<file path="src/rtl/mem_port_arbiter_pkg.sv">
// Shared types and widths for the unified-memory port arbiter.
package mem_port_arbiter_pkg;

    localparam int unsigned XLEN = 32;

    typedef enum logic [1:0] {
        GNT_NONE,
        GNT_I,
        GNT_D
    } arb_grant_e;

    typedef enum logic {
        SLOT_EMPTY,
        SLOT_FULL
    } resp_slot_e;

endpackage

</file>
<file path="src/rtl/mem_resp_slot.sv">
// One-entry registered response buffer with a valid/ready drain side.
module mem_resp_slot
    import mem_port_arbiter_pkg::*;
(
    input  logic            clk,
    input  logic            rst_n,
    input  logic            accept,
    input  logic [XLEN-1:0] accept_data,
    input  logic            resp_ready,
    output logic            can_accept,
    output logic            resp_valid,
    output logic [XLEN-1:0] resp_data
);

    resp_slot_e state;

    // A slot being drained this cycle may take a new request in the same cycle.
    assign can_accept = (state == SLOT_EMPTY) || resp_ready;
    assign resp_valid = (state == SLOT_FULL);

    always_ff @(posedge clk or negedge rst_n) begin
        if (!rst_n) begin
            state     <= SLOT_EMPTY;
            resp_data <= '0;
        end else if (accept) begin
            state     <= SLOT_FULL;
            resp_data <= accept_data;
        end else if (state == SLOT_FULL && resp_ready) begin
            state <= SLOT_EMPTY;
        end
    end

endmodule

</file>
<file path="src/rtl/mem_port_arbiter.sv">
// Round-robin sharing of one single-port memory between the fetch (I) and
// load/store (D) requesters, with a one-entry response buffer per requester.
module mem_port_arbiter
    import mem_port_arbiter_pkg::*;
#(
    parameter int unsigned ADDR_W  = 32,
    parameter bit          I_FIRST = 1'b1
) (
    input  logic              clk,
    input  logic              rst_n,
    input  logic              i_req_valid,
    output logic              i_req_ready,
    input  logic [ADDR_W-1:0] i_req_addr,
    output logic              i_resp_valid,
    input  logic              i_resp_ready,
    output logic [XLEN-1:0]   i_resp_data,
    input  logic              d_req_valid,
    output logic              d_req_ready,
    input  logic              d_req_we,
    input  logic [ADDR_W-1:0] d_req_addr,
    input  logic [XLEN-1:0]   d_req_wdata,
    output logic              d_resp_valid,
    input  logic              d_resp_ready,
    output logic [XLEN-1:0]   d_resp_data,
    output logic              mem_ren,
    output logic              mem_wen,
    output logic [XLEN-1:0]   mem_addr,
    output logic [XLEN-1:0]   mem_wdata,
    input  logic [XLEN-1:0]   mem_rdata
);

    arb_grant_e      grant;
    arb_grant_e      rr_last;
    logic            i_can_accept;
    logic            d_can_accept;
    logic            i_elig;
    logic            d_elig;
    logic [XLEN-1:0] d_accept_data;

    assign i_elig = i_req_valid & i_can_accept;
    assign d_elig = d_req_valid & d_can_accept;

    // Reset gates the grant so no memory write can happen while rst_n is low.
    always_comb begin
        grant = GNT_NONE;
        if (rst_n) begin
            if (i_elig && d_elig) begin
                grant = (rr_last == GNT_I) ? GNT_D : GNT_I;
            end else if (i_elig) begin
                grant = GNT_I;
            end else if (d_elig) begin
                grant = GNT_D;
            end
        end
    end

    always_ff @(posedge clk or negedge rst_n) begin
        if (!rst_n) begin
            rr_last <= I_FIRST ? GNT_D : GNT_I;
        end else if (i_elig && d_elig) begin
            rr_last <= grant;
        end
    end

    assign i_req_ready = (grant == GNT_I);
    assign d_req_ready = (grant == GNT_D);

    always_comb begin
        mem_ren   = 1'b0;
        mem_wen   = 1'b0;
        mem_addr  = '0;
        mem_wdata = '0;
        unique case (grant)
            GNT_I: begin
                mem_ren  = 1'b1;
                mem_addr = XLEN'(i_req_addr);
            end
            GNT_D: begin
                mem_ren   = ~d_req_we;
                mem_wen   = d_req_we;
                mem_addr  = XLEN'(d_req_addr);
                mem_wdata = d_req_we ? d_req_wdata : '0;
            end
            default: ;
        endcase
    end

    // Stores are acknowledged with zero data.
    assign d_accept_data = d_req_we ? '0 : mem_rdata;

    mem_resp_slot u_i_slot (
        .clk         (clk),
        .rst_n       (rst_n),
        .accept      (i_req_ready),
        .accept_data (mem_rdata),
        .resp_ready  (i_resp_ready),
        .can_accept  (i_can_accept),
        .resp_valid  (i_resp_valid),
        .resp_data   (i_resp_data)
    );

    mem_resp_slot u_d_slot (
        .clk         (clk),
        .rst_n       (rst_n),
        .accept      (d_req_ready),
        .accept_data (d_accept_data),
        .resp_ready  (d_resp_ready),
        .can_accept  (d_can_accept),
        .resp_valid  (d_resp_valid),
        .resp_data   (d_resp_data)
    );

endmodule
</file>
<file path="config.mk">
export PLATFORM = sky130hd
export DESIGN_NAME = mem_port_arbiter
export DESIGN_NICKNAME = d
export VERILOG_FILES = /design/src/rtl/mem_port_arbiter_pkg.sv /design/src/rtl/mem_resp_slot.sv /design/src/rtl/mem_port_arbiter.sv
export SDC_FILE = /design/constraint.sdc
export NUM_CORES = 1
export LEC_CHECK = 0
export BUFFER_PORTS_ARGS = -buffer_cell sky130_fd_sc_hd__buf_2
export CAP_MARGIN = 15
export CORE_ASPECT_RATIO = 0.75
export CORE_MARGIN = 3
export CORE_UTILIZATION = 35
export DETAILED_ROUTE_END_ITERATION = 10
export GPL_TIMING_DRIVEN = 0
export PLACE_DENSITY = 0.72
export SYNTH_ARGS = -nofsm -noshare
export SYNTH_HDL_FRONTEND = slang
export SYNTH_HIERARCHICAL = 1
export SYNTH_SLANG_ARGS = --single-unit
</file>
<file path="constraint.sdc">
create_clock -name clk -period 1.8 [get_ports clk]
set_input_delay 0 -clock clk [delete_from_list [all_inputs] [get_ports clk]]
set_output_delay 0 -clock clk [all_outputs]
set_load 0.005 [all_outputs]
</file>
-- Word level (Yosys, flattened, before mapping)
Cells that the tools add are included.
- equal/unequal tests: 3
- reductions and logical operators: 7
- mux-type cells: 15
- bitwise operators: 5
- operators with widths (kind ; number):
    $mux 32 ; 3
    $pmux 32 s2 ; 1
    $mux 2 ; 5
    $mux 1 ; 5
    $eq 2x1->1 const B ; 2
    $reduce_bool 2->1 ; 2
    $logic_and 1x1->1 ; 3
    $not 1->1 ; 3
    $and 1x1->1 ; 2
    $eq 2x2->1 const B ; 1
    $logic_or 1x1->1 ; 2
    $pmux 1 s2 ; 1
- bits of input ports: 135
- logic and storage cells: 35
- register bits after elaboration: 68
- output and inout bits: 134

-- Depth between registers and ports, before layout
- word-level depth: 9
- mapped depth: 9
- mapped depth without buffers: 7

-- Modules after synthesis
Netlist, hierarchy kept.
- by module, submodules not included (module ; sequential area each (µm²) ; area each (µm²) ; cells an instance ; times used):
    mem_resp_slot ; 825.8 ; 1378.8 ; 71 ; 2
    mem_port_arbiter ; 51.3 ; 1186.1 ; 173 ; 1

-- Worst setup path before layout
No wires, ideal clock.
- path kind: flip-flop to flip-flop
- start point: reg rr_last[1]
- end point: reg u_d_slot.resp_data[0]
- clock period less this slack: 1.969 ns
- path slack: -0.169 ns
- arrival time: 1.843 ns
- required time: 1.675 ns
- cell stages (with the launch flop): 7
- cell sequence: dfstp_2 and2b_1 a31o_1 ha_1 buf_6 buf_12 mux2_4
- word-level cells in the longest chain between the ends: 5
- ends and longest elaborated chain (what ; line ; text):
    start: declaration ; mem_port_arbiter.sv:33 ; arb_grant_e rr_last;
    start signal: assignment ; mem_port_arbiter.sv:59 ; rr_last <= I_FIRST ? GNT_D : GNT_I;
    start signal: assignment ; mem_port_arbiter.sv:61 ; rr_last <= grant;
    $eq 2x1->1 ; mem_port_arbiter.sv:48 ; grant = (rr_last == GNT_I) ? GNT_D : GNT_I;
    $mux 2 ; mem_port_arbiter.sv:48 ;
    $mux 2 ; mem_port_arbiter.sv:47 ; if (i_elig && d_elig) begin
    $mux 2 ; mem_port_arbiter.sv:46 ; if (rst_n) begin
    $eq 2x2->1 ; mem_port_arbiter.sv:66 ; assign d_req_ready = (grant == GNT_D);
    net d_req_ready ; mem_port_arbiter.sv:18 ; output logic d_req_ready,
    end signal: assignment ; mem_resp_slot.sv:27 ; resp_data <= accept_data;
    end: declaration ; mem_resp_slot.sv:12 ; output logic [XLEN-1:0] resp_data
The timed path passes the listed nets, and every way through them passes these cells.
A chain may end at the register's enable or synchronous reset.

-- Final worst setup path
- start point: reg rr_last[1]
- end point: out mem_addr[21]
- word-level cells in the longest chain between the ends: 6
- elaborated cells on any way between the ends: 7
- ends and longest elaborated chain (what ; line ; text):
    $eq 2x1->1 * ; mem_port_arbiter.sv:48 ;
    $mux 2 * ; mem_port_arbiter.sv:48 ;
    $mux 2 * ; mem_port_arbiter.sv:47 ;
    $mux 2 * ; mem_port_arbiter.sv:46 ;
    $eq 2x2->1 / $eq 2x1->1 (equally long branches) ; mem_port_arbiter.sv:73 ; unique case (grant)
    $pmux 32 s2 * ; mem_port_arbiter.sv:73 ;
    end: declaration ; mem_port_arbiter.sv:27 ; output logic [XLEN-1:0] mem_addr,
Every way passes the cells marked *; elsewhere a longest branch is shown, timed or not.

==> results.json <==
{
  "outcome": "finished, violations left",
  "violated_checks": "negative hold slack, negative setup slack",
  "final-hold-violation-count": 67,
  "synthXorXnorAreaFrac_pct": 0,
  "share_of_layout_cells_above_drive_strength_1_pct": 69.0,
  "worst_path_max_delay_cell": "dfstp_2",
  "synthesis.area_mm2": 0.00394,
  "place.gp.congestion": 0.947,
  "largest_family_of_logic_cells_by_synthesized_area": "multiplexers",
  "firstDrtPassIters": 5,
  "dr_total_vias": 3830,
  "clk_path_buf_depth": 2,
  "power.density_mw_per_mm2": 983,
  "critical_path.startpoint_type": "register",
  "vias_in_the_first_global_route": 4065,
  "mapped_avg_cell_area_um2": 12.5,
  "finish.utilization_pct": 63.4,
  "synth-warning-count": 6,
  "post_route_design_area_mm2": 0.00673,
  "globalRoute.totalOverflow": 0,
  "grt_antenna_before_repair": 0,
  "layout.nets": 784,
  "wl_per_cell_um": 18.5,
  "max_clock_freq_mhz": 467,
  "core-area_mm2": 0.0106,
  "initial_core_util_pct": 37.2,
  "viasPerCell": 4.87,
  "cp.arrival_ns": 2.14,
  "leakage_nw": 3.58,
  "tritoncts": "yes",
  "yosys.area.top_type": "dfrtp_1",
  "met3_wirelength_um": 932,
  "latest_clock_arrival_within_the_worst_skew_pair_ns": 0.32,
  "finalCritPeriodShare_pct": 119,
  "rows": 32,
  "worst-path-buf-inv": 3,
  "hold_path_class": "input pin to asynchronous set/reset pin",
  "post_synth_inst_count": 315,
  "report.final.setup_viol": 131,
  "worst_slack_ns": -0.343,
  "holdWs_ns": -0.310,
  "p_switching_mw": 1.78,
  "crit_path_max_fanout": 10,
  "clkPwrFrac_pct": 31.4,
  "post_cts_hold_buffer_count": 32,
  "worstPathRequired_ns": 1.80,
  "crit_path_end_kind": "output port",
  "slew_at_the_pin_closest_to_its_max_slew_limit_ns": 0.652,
  "max_stage_delay_ns": 0.53,
  "final_max_slew_viol_count": 0,
  "synthAdderAreaFrac_pct": 0.952,
  "p_seq_share_pct": 33.6,
  "worst_path_dominant_cell_family": "flip-flops",
  "cts_made_buffers": 9,
  "syn-num-nets": 453,
  "p_comb_share_pct": 34.9,
  "power.internal_mw": 4.84,
  "switching_share_pct": 26.9,
  "grt_max_degree": 74,
  "flow.area_growth_from_synthesis_pct": 70.7,
  "yosys.area.top_type_share_pct": 42.5,
  "worst_ir_drop_vdd_v": 0.000610,
  "dr.max_layer_used": "met4",
  "slew-limit-headroom_pct": 56.6,
  "clock_sink_count": 68,
  "io_buffer_count": 267,
  "h-tree-depth": 3,
  "cap_viol_max_count": 0,
  "grt_pass1_wl_mm": 22.3,
  "gr-usage-all-layers_pct": 22.3,
  "dp_hpwl_mm": 10.6,
  "number_of_diodes_added_for_antenna_fixing": 0,
  "synthMuxAreaShare_pct": 23.8,
  "dpl-instance-area_mm2": 0.00548,
  "drc": 0,
  "die_area_mm2": 0.0126,
  "synth-compound-area-share_pct": 7.96,
  "synth.lib_cells_used.distinct": 29,
  "synth-seq-area-share_pct": 43.2,
  "dieHeight_um": 97.9,
  "ys_seq_elements": 68,
  "finalClockSkew_ns": 0.00651,
  "wl_mm": 14.6,
  "yosys-top-cells-area": "dfrtp_1 (43%), mux2_4 (22%), and3_1 (5.1%)",
  "wirelength_met1_mm": 6.17,
  "drt.antenna.violating_nets": 0,
  "setup_repair_after_global_routing_missed_its_margin": "yes",
  "critical_path_class": "register to output port",
  "ios": 269,
  "period_needed_ns": 2.14,
  "route.met2.wl_mm": 7.24,
  "simple_logic_cell_fraction_of_the_synthesized_area_pct": 16.2,
  "clk_pin_slew_ns": 0.05,
  "die_w_um": 129,
  "cp_cell_sequence": "and2b_1 > a31o_1 > buf_6 > ha_4 > buf_8 > a22oi_2 > nor2_4 > buf_2",
  "ctsRootBufferMaster": "clkbuf_16",
  "detail_route.iter0.violations": 146
}
==> worst paths after layout <==
kind                                   startpoint                            endpoint  slack, ns  cells past startpoint
setup / recovery           rr_last[1]$_DFFE_PN1P_                        mem_addr[21]      -0.34                      8
hold / removal                              rst_n  u_i_slot/resp_data[12]$_DFFE_PN0P_      -0.31                      1
setup reg to reg           rr_last[1]$_DFFE_PN1P_  u_i_slot/resp_data[17]$_DFFE_PN0P_      -0.28                      9
hold reg to reg            rr_last[1]$_DFFE_PN1P_              rr_last[1]$_DFFE_PN1P_       0.46                      2
max in group asynchronous                   rst_n              rr_last[0]$_DFFE_PN0P_       1.66                      1
min in group clk                     d_resp_ready     u_d_slot/resp_valid$_DFFE_PN0P_       0.02                      3
==> synthesized netlist by cell type <==
library cell	n
and3_1	32
buf_12	6
a22oi_1	22
dfstp_2	1
a21oi_1	1
a31o_1	1
and2_1	1
and4_1	1
inv_1	1
nand3_1	2
mux2_2	6
buf_4	5
nor2_2	10
clkbuf_1	1
nand4_1	2
dfrtp_1	67
o21ai_1	1
nand2_1	4
ha_1	3
buf_6	9
mux2_4	58
and2b_1	1
inv_2	1
a22oi_2	10
nand2b_1	5
o21ai_0	1
nor2b_1	32
nor2_1	23
buf_2	8
==> area by class of cell <==
type | count | area [um^2]
clock buffers | 11 | 253
fillers | 838 | 3880
flip-flops and latches | 68 | 1700
well taps | 136 | 170
inverters | 2 | 7.51
plain buffers | 26 | 364
repair buffers | 323 | 2020
clock inverters | 5 | 108
multi-input cells | 216 | 2100
==> per-stage QoR <==
stage / hold slack [ns] / setup slack (ns) / total power, mW / TNS [ns] / std cells
global placement: 0.243 / -0.882 / 4.15 / -103.91 / 718
detailed placement: 0.194 / -0.391 / 4.21 / -39.10 / 718
floorplan: -0.296 / -0.0368 / 3.30 / -1.99 / 315
global route: -0.266 / -0.418 / 6.96 / -41.92 / 787
finish: -0.310 / -0.343 / 6.62 / -31.14 / 787
CTS: -0.154 / -0.357 / 6.60 / -30.76 / 782
==> logic make-up (layout without fill, tap and decap cells) <==
| logic type | Yosys count | count (layout) |
|---|---|---|
| adder cells (fa/ha/maj) | 3 | 3 |
| flip-flops | 68 | 68 |
| multiplexers | 64 | 64 |
| AO/OA/AOI/OAI | 36 | 36 |
| buffers and inverters | 31 | 367 |
| AND/OR/NAND/NOR | 113 | 113 |
==> power by group through the flow <==
stage / clock [mW] / combinational (mW) / sequential (mW)
after CTS: 2.13 / 2.25 / 2.22
after floorplan: 0 / 1.04 / 2.25
final: 2.08 / 2.31 / 2.23
after global routing: 2.21 / 2.47 / 2.28
after detailed placement: 0 / 1.97 / 2.24
after global placement: 0 / 1.93 / 2.22
==> worst reg2reg max path, stage by stage, from the launching register on <==
cell     delay (ns)
dfstp_2        0.53
and2b_1        0.19
a31o_1         0.25
inv_2          0.08
ha_4           0.15
buf_6          0.10
buf_12         0.15
buf_12         0.11
buf_12         0.11
mux2_4         0.30
==> repair_timing <==
item | CTS | global route
buffers inserted | 11 | 5
pin swaps | 1 | 4
endpoints found under the hold margin | 99 | 67
endpoints found under the setup margin | 127 | 134
cloned | 6 | 4
resized for setup | 57 | 20
==> layout by cell type, fill, tap and decap left out, drive strengths merged, types with 3 or more instances in the layout <==
cell	netlist	layout
dfrtp	67	67
nand2b	5	5
nor2b	32	32
buf	28	311
ha	3	3
mux2	64	64
and3	32	32
a22oi	32	32
clkbuf	1	17
nor2	33	33
bufinv	0	3
dlygate4sd3	0	32
nand2	4	4
==> flip-flops by register name (all words and copies together), names as in the netlist <==
signal,cells
u_d_slot/resp_data,32
u_i_slot/resp_data,32
rr_last,2
u_d_slot/resp_valid,1
u_i_slot/resp_valid,1
==> layer usage <==
metal,global-route usage [%],vias up
li1,-,1765
met1,28.5,1880
met2,37.3,163
met3,6.29,22
met4,5.57,0
met5,0,-
No activity file was read; power rests on OpenSTA's default activity.
